===== src/rtl/imu_pkg.sv =====
// Shared IMU sample format plus tilt encoding and 16-bit saturation helper.
// Imported by the IMU reader and by every consumer of its samples.
package imu_pkg;

    typedef struct packed {
        logic signed [15:0] x, y, z;
        logic signed [15:0] gx, gy, gz;
    } data_t;

    typedef enum logic [1:0] {
        ZERO = 2'b00,
        POS  = 2'b01,
        NEG  = 2'b11
    } tilt_t;

    typedef enum logic {
        CAL = 1'b0,
        RUN = 1'b1
    } state_t;

    function automatic logic signed [15:0] sat16(input logic signed [16:0] v);
        if (v > 17'sd32767)
            return 16'sh7fff;
        else if (v < -17'sd32768)
            return 16'sh8000;
        else
            return v[15:0];
    endfunction

endpackage


===== src/rtl/axis_filter.sv =====
// One accelerometer axis: offset removal with saturation, EMA smoothing, deadzone tilt.
// Latency: 1 edge stage-1 (corr) + 1 edge stage-2 (filt/tilt).
// No backpressure: loads whenever the enables are high.
module axis_filter
    import imu_pkg::*;
#(
    parameter int unsigned        ALPHA_SHIFT = 2,
    parameter logic signed [15:0] DEADZONE    = 16'sd1000
) (
    input  logic               clk,
    input  logic               reset,
    input  logic signed [15:0] sample,
    input  logic signed [15:0] off,
    input  logic               s1_load,
    input  logic               s2_load,
    input  logic               arm_first,
    output logic signed [15:0] filt,
    output logic [1:0]         tilt
);

    logic signed [15:0] corr;
    logic signed [15:0] filt_next;
    logic signed [16:0] diff;
    logic signed [16:0] step;
    logic               first;

    // The EMA result lies between filt and corr, so dropping bit 16 is lossless.
    assign diff      = 17'(corr) - 17'(filt);
    assign step      = diff >>> ALPHA_SHIFT;
    assign filt_next = first ? corr : 16'(17'(filt) + step);

    always_ff @(posedge clk) begin
        if (reset) begin
            corr  <= '0;
            filt  <= '0;
            tilt  <= ZERO;
            first <= 1'b0;
        end else begin
            if (s1_load)
                corr <= sat16(17'(sample) - 17'(off));
            if (s2_load) begin
                filt  <= filt_next;
                first <= 1'b0;
                if (filt_next > DEADZONE)
                    tilt <= POS;
                else if (filt_next < -DEADZONE)
                    tilt <= NEG;
                else
                    tilt <= ZERO;
            end
            if (arm_first)
                first <= 1'b1;
        end
    end

endmodule


===== src/rtl/imu_tilt.sv =====
// Tilt detector: sample-change detect, zero-offset calibration, per-axis filtering.
// Latency: 2 edges from a changed imu_data to out_valid/filt/tilt.
// No backpressure: every changed sample in RUN yields one out_valid pulse.
module imu_tilt
    import imu_pkg::*;
#(
    parameter int unsigned        CAL_LOG2    = 4,
    parameter int unsigned        ALPHA_SHIFT = 2,
    parameter logic signed [15:0] DEADZONE    = 16'sd1000
) (
    input  logic               clk,
    input  logic               reset,
    input  data_t              imu_data,
    input  logic               recal,
    output logic signed [15:0] filt_x,
    output logic signed [15:0] filt_y,
    output logic [1:0]         tilt_x,
    output logic [1:0]         tilt_y,
    output logic               out_valid,
    output logic               calibrated
);

    localparam int ACC_W = 16 + CAL_LOG2;
    localparam logic [CAL_LOG2-1:0] CNT_LAST = '1;

    data_t                    prev_data;
    state_t                   state;
    logic signed [ACC_W-1:0]  acc_x, acc_y;
    logic signed [ACC_W-1:0]  sum_x, sum_y;
    logic [CAL_LOG2-1:0]      cnt;
    logic signed [15:0]       off_x, off_y;
    logic                     s1_valid;
    logic                     new_sample;
    logic                     s1_load, s2_load, arm_first;

    assign new_sample = (imu_data != prev_data);
    assign sum_x      = acc_x + ACC_W'(imu_data.x);
    assign sum_y      = acc_y + ACC_W'(imu_data.y);

    // recal outranks everything: it drops a coincident sample and any in-flight update.
    assign s1_load   = (state == RUN) && new_sample && !recal;
    assign s2_load   = s1_valid && !recal;
    assign arm_first = (state == CAL) && new_sample && !recal && (cnt == CNT_LAST);

    always_ff @(posedge clk) begin
        if (reset) begin
            prev_data  <= '0;
            state      <= CAL;
            acc_x      <= '0;
            acc_y      <= '0;
            cnt        <= '0;
            off_x      <= '0;
            off_y      <= '0;
            s1_valid   <= 1'b0;
            out_valid  <= 1'b0;
            calibrated <= 1'b0;
        end else begin
            prev_data <= imu_data;
            s1_valid  <= s1_load;
            out_valid <= s2_load;
            if (recal) begin
                state      <= CAL;
                acc_x      <= '0;
                acc_y      <= '0;
                cnt        <= '0;
                calibrated <= 1'b0;
            end else if (state == CAL && new_sample) begin
                if (cnt == CNT_LAST) begin
                    off_x      <= 16'(sum_x >>> CAL_LOG2);
                    off_y      <= 16'(sum_y >>> CAL_LOG2);
                    acc_x      <= '0;
                    acc_y      <= '0;
                    cnt        <= '0;
                    state      <= RUN;
                    calibrated <= 1'b1;
                end else begin
                    acc_x <= sum_x;
                    acc_y <= sum_y;
                    cnt   <= cnt + 1'b1;
                end
            end
        end
    end

    axis_filter #(.ALPHA_SHIFT(ALPHA_SHIFT), .DEADZONE(DEADZONE)) u_filt_x (
        .clk       (clk),
        .reset     (reset),
        .sample    (imu_data.x),
        .off       (off_x),
        .s1_load   (s1_load),
        .s2_load   (s2_load),
        .arm_first (arm_first),
        .filt      (filt_x),
        .tilt      (tilt_x)
    );

    axis_filter #(.ALPHA_SHIFT(ALPHA_SHIFT), .DEADZONE(DEADZONE)) u_filt_y (
        .clk       (clk),
        .reset     (reset),
        .sample    (imu_data.y),
        .off       (off_y),
        .s1_load   (s1_load),
        .s2_load   (s2_load),
        .arm_first (arm_first),
        .filt      (filt_y),
        .tilt      (tilt_y)
    );

endmodule


===== config.mk =====
export PLATFORM = sky130hd
export DESIGN_NAME = imu_tilt
export DESIGN_NICKNAME = d
export VERILOG_FILES = /design/src/rtl/imu_pkg.sv /design/src/rtl/axis_filter.sv /design/src/rtl/imu_tilt.sv
export SDC_FILE = /design/constraint.sdc
export NUM_CORES = 1
export LEC_CHECK = 0
export ABC_AREA = 1
export CORE_AREA = 2 2 184 186
export DETAILED_ROUTE_END_ITERATION = 8
export DIE_AREA = 0 0 186 188
export GPL_ROUTABILITY_DRIVEN = 0
export PLACE_DENSITY = 0.81
export SETUP_SLACK_MARGIN = 0.2
export SLEW_MARGIN = 40
export SYNTH_ARGS = -nofsm -noshare
export SYNTH_HDL_FRONTEND = slang
export SYNTH_HIERARCHICAL = 1
export SYNTH_SLANG_ARGS = --single-unit

===== constraint.sdc =====
create_clock -name clk -period 3.2 [get_ports clk]
set_input_delay 0.8 -clock clk [delete_from_list [all_inputs] [get_ports clk]]
set_output_delay 0.8 -clock clk [all_outputs]
set_load 0.03 [all_outputs]

==> summary.txt <==
Run status
  • Status: complete, but fails checks
  • Failing checks: negative setup slack

Yosys
  • Top cells by count, synth: nand2_1 (794), inv_1 (470), nor2_1 (362)
  • Cell with the most instances after synthesis: nand2_1
  • Seq cells post-synth: 245
  • Main combinational cell family by area after synthesis: simple AND/OR/NAND/NOR gates
  • Post-synth ARST share: 0%
  • Synth Area in Adders: 10.0%
  • Netlist area before placement: 17,500 um2
  • Avg Inst Size Synth: 6.29 um2
  • Area contributors post-synth: dfxtp_1 (28%), nand2_1 (17%), inv_1 (10%)
  • Register area share after synthesis: 28.0%
  • Top cell type by total area after synthesis: dfxtp_1
  • Top cell type's share of synthesized area: 28.0%
  • Mux cell area share after synthesis: 0%
  • Compound-Gate Fraction of Synth Area: 10.5%
  • EDFF count, synth: 0
  • Post-Synth Simple-Gate Area: 32.6%
  • Primary FF master, synth: dfxtp_1
  • Syn Nets: 3,024
  • Yosys warnings: 6
  • Library cells used by synthesis: 51
  • Post-Synth XOR/XNOR Area: 6.15%
  • Post-Synthesis Cells: 2,788

Timing
  • Hold Violations, Final: 0
  • Crit share post-route: 113%
  • Setup TNS: -2.12 ns
  • Max-slew violations: 0
  • Tmin final: 3.62 ns
  • RSZ-0062 raised after global routing: true
  • Max-slew headroom: 56.5%
  • Skew final: 0.0142 ns
  • Worst setup margin: -0.418 ns
  • Worst Tran Pin Value: 0.652 ns
  • Finish-stage setup viols: 10
  • Maximum clock rate: 276 MHz

Global routing
  • Largest net degree at the start of global routing: 100
  • Met1 GRT Util: 32.7%
  • GRT Resource Usage Total: 26.6%
  • Initial antenna violation count: 1
  • GR Util met2: 47.5%
  • GRT Residual Overflow: 0
  • Top Usage Layer GRT: met2
  • Met3 Resource Use GR: 3.57%
  • First-pass GRT wire length: 78.2 mm
  • Vias in the first global route: 17,700

Worst setup path
  • Critical Path Most Common Cell: nor2_1
  • CP Max Fanout: 5
  • Crit path buffers/inverters: 3
  • Critical path data required time: 3.63 ns
  • Max stage delay on crit path: 0.39 ns
  • CP Launch Type: register
  • Arrival time at the worst endpoint: 4.05 ns
  • Crit-path leading delay family: simple AND/OR/NAND/NOR gates
  • Critical path class: reg2reg
  • Instance count on the critical path: 26
  • CP max-delay cell: ha_2
  • CP endpoint kind: register
  • R2R cell count: 26

Clock tree
  • H-tree level count: 1
  • Maximum clock path buffer count: 3
  • CTS tree: built
  • Root Buffer: clkbuf_16
  • CTS buffer count: 28
  • CTS clk-pin slew, worst paths: 0.06 ns
  • Clk Latency, worst-skew pair: 0.56 ns
  • Hold Buf Count CTS: 0
  • Num Clock Sinks: 245

Cells and area
  • Final-stage net count: 3,333
  • P&R area growth vs syn: 30.1%
  • Core Util, Final: 68.8%
  • Layout filler cell count: 2,579
  • Share of cells above drive strength 1: 19.1%

Die
  • Core Footprint: 33,100 um2
  • Die area: 35,000 um2
  • Starting Density: 52.9%
  • Standard-cell rows: 67
  • I/O pins: 137
  • Die Y: 188 um
  • Die W: 186 um

Power
  • Max rail drop VDD: 0.389 mV
  • PwrDens: 361 nW/um2
  • Leakage: 11.9 nW

Drt
  • DRT Pass-1 Iters: 9
  • Routed vias: 18,400
  • Final ANT Viol Nets: 0
  • Remaining DRCs: 0
  • Starting DRT DRC Count: 1,301
  • Via density: 5.15
  • DR WL/cell: 13.7 um
  • Post-Route WL: 48.9 mm

Placement
  • Detailed Place HPWL: 35.9 mm
  • PortBufs: 136

Min path
  • Hold Crit Depth: 2
  • Hold Crit Class: reg2reg

Run
  • Maxcap violations: 0
## worst min-delay path, cell delays in order, from the launching register on
cell and delay [ns]:
dfxtp_1 0.31, nand2_1 0.06, a21oi_1 0.05
## path summary, 6_finish.rpt
kind | slack (ns) | start | end
worst max-delay path | -0.42 | u_filt_y/filt[5]$_SDFFE_PP0P_ | u_filt_y/tilt[0]$_SDFFE_PP0P_
worst min-delay path | 0.46 | u_filt_x/tilt[1]$_SDFFE_PP0P_ | u_filt_x/tilt[1]$_SDFFE_PP0P_
worst max register to register | -0.42 | u_filt_y/filt[5]$_SDFFE_PP0P_ | u_filt_y/tilt[0]$_SDFFE_PP0P_
worst min register to register | 0.46 | u_filt_x/tilt[1]$_SDFFE_PP0P_ | u_filt_x/tilt[1]$_SDFFE_PP0P_
## through the flow
stage	cells	total power [mW]	hold slack, ns	worst slack [ns]	area [um2]
final	3568	8.23	0.463	-0.418	22800
after floorplan	2788	4.15	0.417	0.000434	17800
after detailed placement	3505	4.62	0.457	-0.264	20900
after CTS	3560	8.25	0.468	-0.227	22200
after global routing	3568	8.58	0.479	-0.548	22800
after global placement	3505	4.56	0.454	-0.165	20900
## metal layers
| layer | vias to the layer above | wire [um] | part of all wire [%] |
|---|---|---|---|
| li1 | 9188 | - | - |
| met1 | 8334 | 20200 | 41 |
| met2 | 689 | 23700 | 48 |
| met3 | 152 | 3470 | 7.1 |
| met4 | 0 | 1570 | 3.2 |
| met5 | - | 0 | 0 |
## final cells by class
| cell class | instances | area, um2 | share of cell area, % |
|---|---|---|---|
| multi-input cells | 1983 | 11300 | 49.6 |
| diodes | 1 | 2.50 | 0.0110 |
| inverters | 499 | 1880 | 8.25 |
| clock buffers | 35 | 798 | 3.50 |
| flip-flops and latches | 245 | 4960 | 21.8 |
| clock inverters | 17 | 265 | 1.16 |
| repair buffers | 340 | 3020 | 13.2 |
| well taps | 448 | 561 | 2.46 |
## kinds of logic after synthesis
family | Yosys count
AO/OA/AOI/OAI | 334
XOR/XNOR | 120
adder cells (fa/ha/maj) | 137
buffers and inverters | 560
flip-flops | 245
AND/OR/NAND/NOR | 1392
## registers in the layout, indices dropped and copies added, names as in the netlist
signal and flops:
acc_y 20, off_x 16, u_filt_x/filt 16, s1_valid 1, u_filt_x/corr 16, u_filt_y/first 1
acc_x 20, u_filt_y/corr 16, out_valid 1, prev_data 96, cnt 4, u_filt_y/tilt 2
off_y 16, state 1, u_filt_x/tilt 2, u_filt_y/filt 16, u_filt_x/first 1
## cells in the final DEF (no fill, tap or decap), types with 11 or more instances in the layout
cell type	instances
a21oi_1	165
a21oi_2	35
buf_4	190
clkbuf_16	29
clkdlybuf4s50_1	134
dfxtp_1	225
dfxtp_4	12
ha_1	106
ha_4	20
inv_1	449
inv_2	46
nand2_1	730
nand2_2	64
nand2_4	11
nand3_1	100
nand3_2	21
nand4_1	20
nor2_1	342
nor2_2	48
o21ai_0	75
o21ai_2	12
or2_2	15
xnor2_1	37
xor2_1	73
## report_power, final
| group | total [mW] | leakage (nW) | internal, mW | switching [mW] |
|---|---|---|---|---|
| Clock | 3.64 | 0.521 | 2.26 | 1.38 |
| Sequential | 3.21 | 2.02 | 3.15 | 0.0586 |
| Combinational | 1.38 | 9.40 | 0.589 | 0.787 |
| Total | 8.23 | 11.9 | 6.00 | 2.22 |
## timing repair
item | CTS | global route
pin swaps | 34 | 80
setup buffers | 3 | 7
gates resized for setup | 45 | 163
setup endpoints to repair | 19 | 38
No activity file was read; power rests on OpenSTA's default activity.
